<file path="src/rtl/snake_body_buffer.sv">
// Snake body held as a circular buffer of DEPTH segments, presented head-first on one flat bus.
// Optional self-collision check is enabled by defining SNAKE_COLLIDE_EN.
module snake_body_buffer #(
    parameter int WIDTH    = 32,
    parameter int DEPTH    = 12,
    parameter int INIT_LEN = 1,
    parameter int LEN_W    = $clog2(DEPTH + 1)
) (
    input  logic                   clock,
    input  logic                   reset,
    input  logic                   clear,
    input  logic                   move,
    input  logic                   grow,
    input  logic [WIDTH-1:0]       head_in,
    input  logic                   write_enable,
    input  logic [31:0]            index,
    input  logic [WIDTH-1:0]       value_in,
    output logic [DEPTH*WIDTH-1:0] value_out,
    output logic [LEN_W-1:0]       length,
    output logic                   full,
    output logic                   overflow,
    output logic                   collide
);

    localparam int HP_W = $clog2(DEPTH);

    logic [DEPTH-1:0][WIDTH-1:0] slot;
    logic [DEPTH-1:0][WIDTH-1:0] seg;
    logic [HP_W-1:0]             hp;
    logic [HP_W-1:0]             hp_dec;
    logic [HP_W-1:0]             wr_phys;
    logic [LEN_W-1:0]            len;
    logic                        wr_ok;
    logic                        grow_ok;

    // hp + offset never exceeds 2*DEPTH-2, so one conditional subtract suffices.
    function automatic logic [HP_W-1:0] wrap(input int p);
        return HP_W'((p >= DEPTH) ? p - DEPTH : p);
    endfunction

    assign hp_dec  = (hp == '0) ? HP_W'(DEPTH - 1) : hp - 1'b1;
    assign full    = (len == LEN_W'(DEPTH));
    assign grow_ok = grow && !full;
    assign wr_ok   = (index < 32'(len));
    assign wr_phys = wrap(int'(hp) + int'(index));
    assign length  = len;

    always_comb begin
        seg = '0;
        for (int i = 0; i < DEPTH; i++)
            seg[i] = slot[wrap(int'(hp) + i)];
    end

    always_comb begin
        value_out = '0;
        for (int i = 0; i < DEPTH; i++)
            if (LEN_W'(i) < len)
                value_out[i*WIDTH +: WIDTH] = seg[i];
    end

    always_ff @(posedge clock or negedge reset) begin
        if (!reset) begin
            slot     <= '0;
            hp       <= '0;
            len      <= LEN_W'(INIT_LEN);
            overflow <= 1'b0;
        end else if (clear) begin
            slot     <= '0;
            hp       <= '0;
            len      <= LEN_W'(INIT_LEN);
            overflow <= 1'b0;
        end else begin
            overflow <= move && grow && full;
            if (move) begin
                hp           <= hp_dec;
                slot[hp_dec] <= head_in;
                if (grow_ok)
                    len <= len + 1'b1;
            end else if (write_enable && wr_ok) begin
                slot[wr_phys] <= value_in;
            end
        end
    end

`ifdef SNAKE_COLLIDE_EN
    logic [LEN_W-1:0] chk_len;
    logic             hit;

    // The tail vacates on a plain move (or a capped grow), so it cannot be hit.
    always_comb begin
        chk_len = grow_ok ? len : len - 1'b1;
        hit     = 1'b0;
        for (int i = 0; i < DEPTH; i++)
            if ((LEN_W'(i) < chk_len) && (seg[i] == head_in))
                hit = 1'b1;
    end

    always_ff @(posedge clock or negedge reset) begin
        if (!reset)
            collide <= 1'b0;
        else if (clear)
            collide <= 1'b0;
        else
            collide <= move && hit;
    end
`else
    assign collide = 1'b0;
`endif

endmodule

</file>
<file path="config.mk">
export PLATFORM = sky130hd
export DESIGN_NAME = snake_body_buffer
export DESIGN_NICKNAME = d
export VERILOG_FILES = /design/src/rtl/snake_body_buffer.sv
export SDC_FILE = /design/constraint.sdc
export NUM_CORES = 2
export LEC_CHECK = 0
export BUFFER_PORTS_ARGS = -buffer_cell sky130_fd_sc_hd__buf_2
export CORE_MARGIN = 5
export CORE_UTILIZATION = 25
export CTS_CLUSTER_SIZE = 14
export DETAILED_ROUTE_END_ITERATION = 16
export GPL_ROUTABILITY_DRIVEN = 0
export HOLD_SLACK_MARGIN = 0.06
export PLACE_DENSITY = 0.4
export SLEW_MARGIN = 20
export SYNTH_ARGS = -nofsm -noshare
export SYNTH_HDL_FRONTEND = slang
export SYNTH_SLANG_ARGS = --single-unit
export TNS_END_PERCENT = 20
</file>
<file path="constraint.sdc">
create_clock -name clock -period 6.5 [get_ports clock]
set_input_delay 0.325 -clock clock [delete_from_list [all_inputs] [get_ports clock]]
set_output_delay 0.325 -clock clock [all_outputs]
set_load 0.02 [all_outputs]
</file>
==> key figures <==
Critical path
  • Data arrival time of the worst path: 5940 ps
  • Crit path max-delay family: buffers and inverters
  • R2r setup slk: between 900 and 1000 ps
  • Setup crit start kind: flop
  • Worst Path Buf+Inv: 4
  • CP Max Fanout: 21
  • Crit path largest cell delay: 570 ps
  • Launching point of the worst reg2reg path: hp[0]
  • CP Cell Sequence: ha_1, xnor2_1, clkinv_1, ha_1, a221oi_1, a21boi_0, mux2i_4, buf_4, and2_2, buf_4, a21oi_1, nor2_1, buf_2
  • Worst Path Required: about 6200 ps
  • CP Capture Type: primary output
  • CP max-delay cell: dfrtp_4
  • CP Class: reg2out
  • Worst Setup SP: hp[0]

Placement
  • Hpwl dp: 161000 µm
  • IO buf count: 491

Synthesis
  • Ys async rst share: 1.00
  • Post-synthesis cell type count: 68
  • Register bit count reported by yosys: a little under 400
  • Synth area leader: dfrtp_1
  • Avg Inst Size Synth: 8.69 µm²
  • Post-synth top area share: 0.254
  • Post-synth top flop: dfrtp_1
  • Largest cells by area after synthesis: dfrtp_1, mux4_2, mux2_2
  • Mapped Nets: 4574
  • Syn Std Cell Area: 38500 µm²
  • Sequential area share after synthesis: 0.255
  • Post-Synthesis Cells: 4437
  • EDFF count, synth: 0
  • Ys Warns: 0

Floorplan
  • DIE WIDTH: between 400 and 500 µm
  • # rows: 144
  • Core area: roughly 150000 µm²
  • # IOs: 493
  • Chip Height: 403 µm
  • Starting Density: 0.251
  • Die ar.: 162000 µm²

Route
  • Via-per-instance ratio: 6.15
  • DRT Pass-1 Iters: 8
  • DR iter-0 viols: between 5000 and 6000
  • Drt drc: 0
  • DRT antenna net count: 0
  • WL final: 240000 µm
  • DR vias: 41400
  • WL per Instance: 35.7 µm

Finish
  • Fillers: 16300
  • Most frequent cells in the layout: nand2_1, nor2_1, a21oi_1
  • Final core occ: 0.293
  • Register Area: 9840 µm²
  • Area growth syn-to-layout: 17.0%
  • Layout cells sized above 1: 0.322
  • Area occupied by multi-input gates: roughly 27000 µm²
  • Fin nets: 4773
  • Most common cell after layout, fill and taps aside: nand2_1

Timing
  • Final Setup Violations: 0
  • Fmax: 160 MHz
  • Layout Skew: between 20 and 30 ps
  • RSZ-0062 raised after global routing: false
  • Slew at the pin closest to its max-slew limit: 1210 ps
  • Final TNS setup: 0 ps
  • Final period utilization: 0.964
  • Relative slew slack: 0.193
  • Period minus WS final: 6260 ps
  • Final Max Tran Viols: 0
  • Fin. Hold Viols: 0

Outcome
  • Result of the run: complete, no violations

Power and ir drop
  • Clk pwr share: 0.305
  • Total power divided by cell area: 225 nW/µm²
  • Reg power frac: 0.261
  • Comb power frac: 0.434
  • Int Pwr: 5.40 mW
  • Max VDD drop: 201 µV
  • Switching Share: 0.469
  • P_leak: 17.6 nW
  • Tot Pwr: 10.2 mW
  • Psw: 4.76 mW

Job
  • Max-cap violations: 0

Clock network
  • Root Driver: clkbuf_16
  • Cts repair resizes: 0
  • Worst skew pair latency: approximately 670 ps
  • CTS sink cnt: 393
  • H-tree levels: 2
  • CTS tree: done
  • Clock tree buffer depth: 3
  • Clk pin slew, worst setup/hold paths: 70 ps
  • Inserted Clock Buffers: 53

GRT
  • Vias in the first global route: ~39000
  • GRT Util Overall: 0.282
  • Grt ovf: 0
  • First-pass GRT wire length: approximately 330000 µm
  • Largest net degree at the start of global routing: 132
  • Initial antenna violation count: 32

Worst hold path
  • Min-Delay Path Class: in2reg
  • Min-delay src: value_in[21]
## logic make-up after synthesis
group | after synthesis | share of synthesized area
flops | 393 | 0.255
simple gates | 1387 | 0.144
buf+inv | 497 | 0.0543
compound gates | 1231 | 0.185
other cells | 1 | 0.0000973
mux | 871 | 0.345
fa+ha+maj | 35 | 0.0116
xor+xnor | 22 | 0.00500
## power groups by stage
stage / sequential, mW / clock [mW] / combinational, mW
after global routing: 2.66 / 3.20 / 4.47
final: 2.65 / 3.10 / 4.41
after floorplan: 2.64 / 0 / 2.30
after detailed placement: 2.69 / 0 / 4.23
after CTS: 2.65 / 3.12 / 4.24
after global placement: 2.69 / 0 / 4.24
## worst register-to-register path, stage by stage (launching register included)
cell and delay, ps:
dfrtp_4 530, ha_1 220, inv_1 60, fa_1 390, nand2b_1 190, a211oi_2 560, and3_1 290, a31oi_1 120
a2111oi_2 380, o2111ai_1 240, o31ai_4 480, mux2_4 460, buf_4 810, o22ai_1 320, mux2_2 340
## synth_stat cells (all sizes together), types with 18 or more instances
| library cell | instances |
|---|---|
| nand2 | 645 |
| a21oi | 555 |
| nor2 | 552 |
| mux2 | 443 |
| dfrtp | 392 |
| o22ai | 386 |
| clkbuf | 340 |
| mux4 | 320 |
| buf | 136 |
| o21ai | 134 |
| nand3 | 110 |
| mux2i | 108 |
| a22oi | 72 |
| a31oi | 51 |
| ha | 34 |
| inv | 18 |
## path summary, 6_finish.rpt
kind                                   to  cells past startpoint
setup / recovery           value_out[295]                     13
hold / removal                  slot[213]                      4
setup reg to reg                slot[294]                     14
hold reg to reg                 slot[272]                      1
max in group asynchronous        slot[52]                      3
min in group asynchronous       slot[230]                      2
## through the flow
stage                     std cells  instance area, µm²  setup slack, ps  hold slack, ps
after floorplan                4437               38500             1240            29.4
after global placement         6622               43300             1060             461
after detailed placement       6622               43300             1010             469
after CTS                      6718               45100              296             161
after global routing           6721               45100             51.7             197
final                          6727               45100              236             198
## sequential cells by signal, indices dropped and copies added, names as in the netlist
| name | cells |
|---|---|
| slot | 384 |
| hp | 4 |
| length | 4 |
| overflow | 1 |
## per-layer routing
metal	vias up	part of all wire	global-route usage
li1	16900	-	-
met1	21200	0.40	0.373
met2	2685	0.43	0.427
met3	521	0.11	0.0860
met4	12	0.050	0.117
met5	-	0.00031	0
## cell type report
| class | count | share of cell area |
|---|---|---|
| Sequential cell | 393 | 0.218 |
| Antenna cell | 8 | 0.000444 |
| Timing Repair Buffer | 620 | 0.0816 |
| Clock inverter | 17 | 0.00538 |
| Multi-Input combinational cell | 3547 | 0.602 |
| Clock buffer | 77 | 0.0336 |
| Tap cell | 2044 | 0.0567 |
| Inverter | 21 | 0.00178 |
## repair_timing
action                    4_1_cts  5_1_grt
hold buffers                    2        0
hold endpoints to repair       93        0
setup buffers                   0        0
No activity file was read; power rests on OpenSTA's default activity.
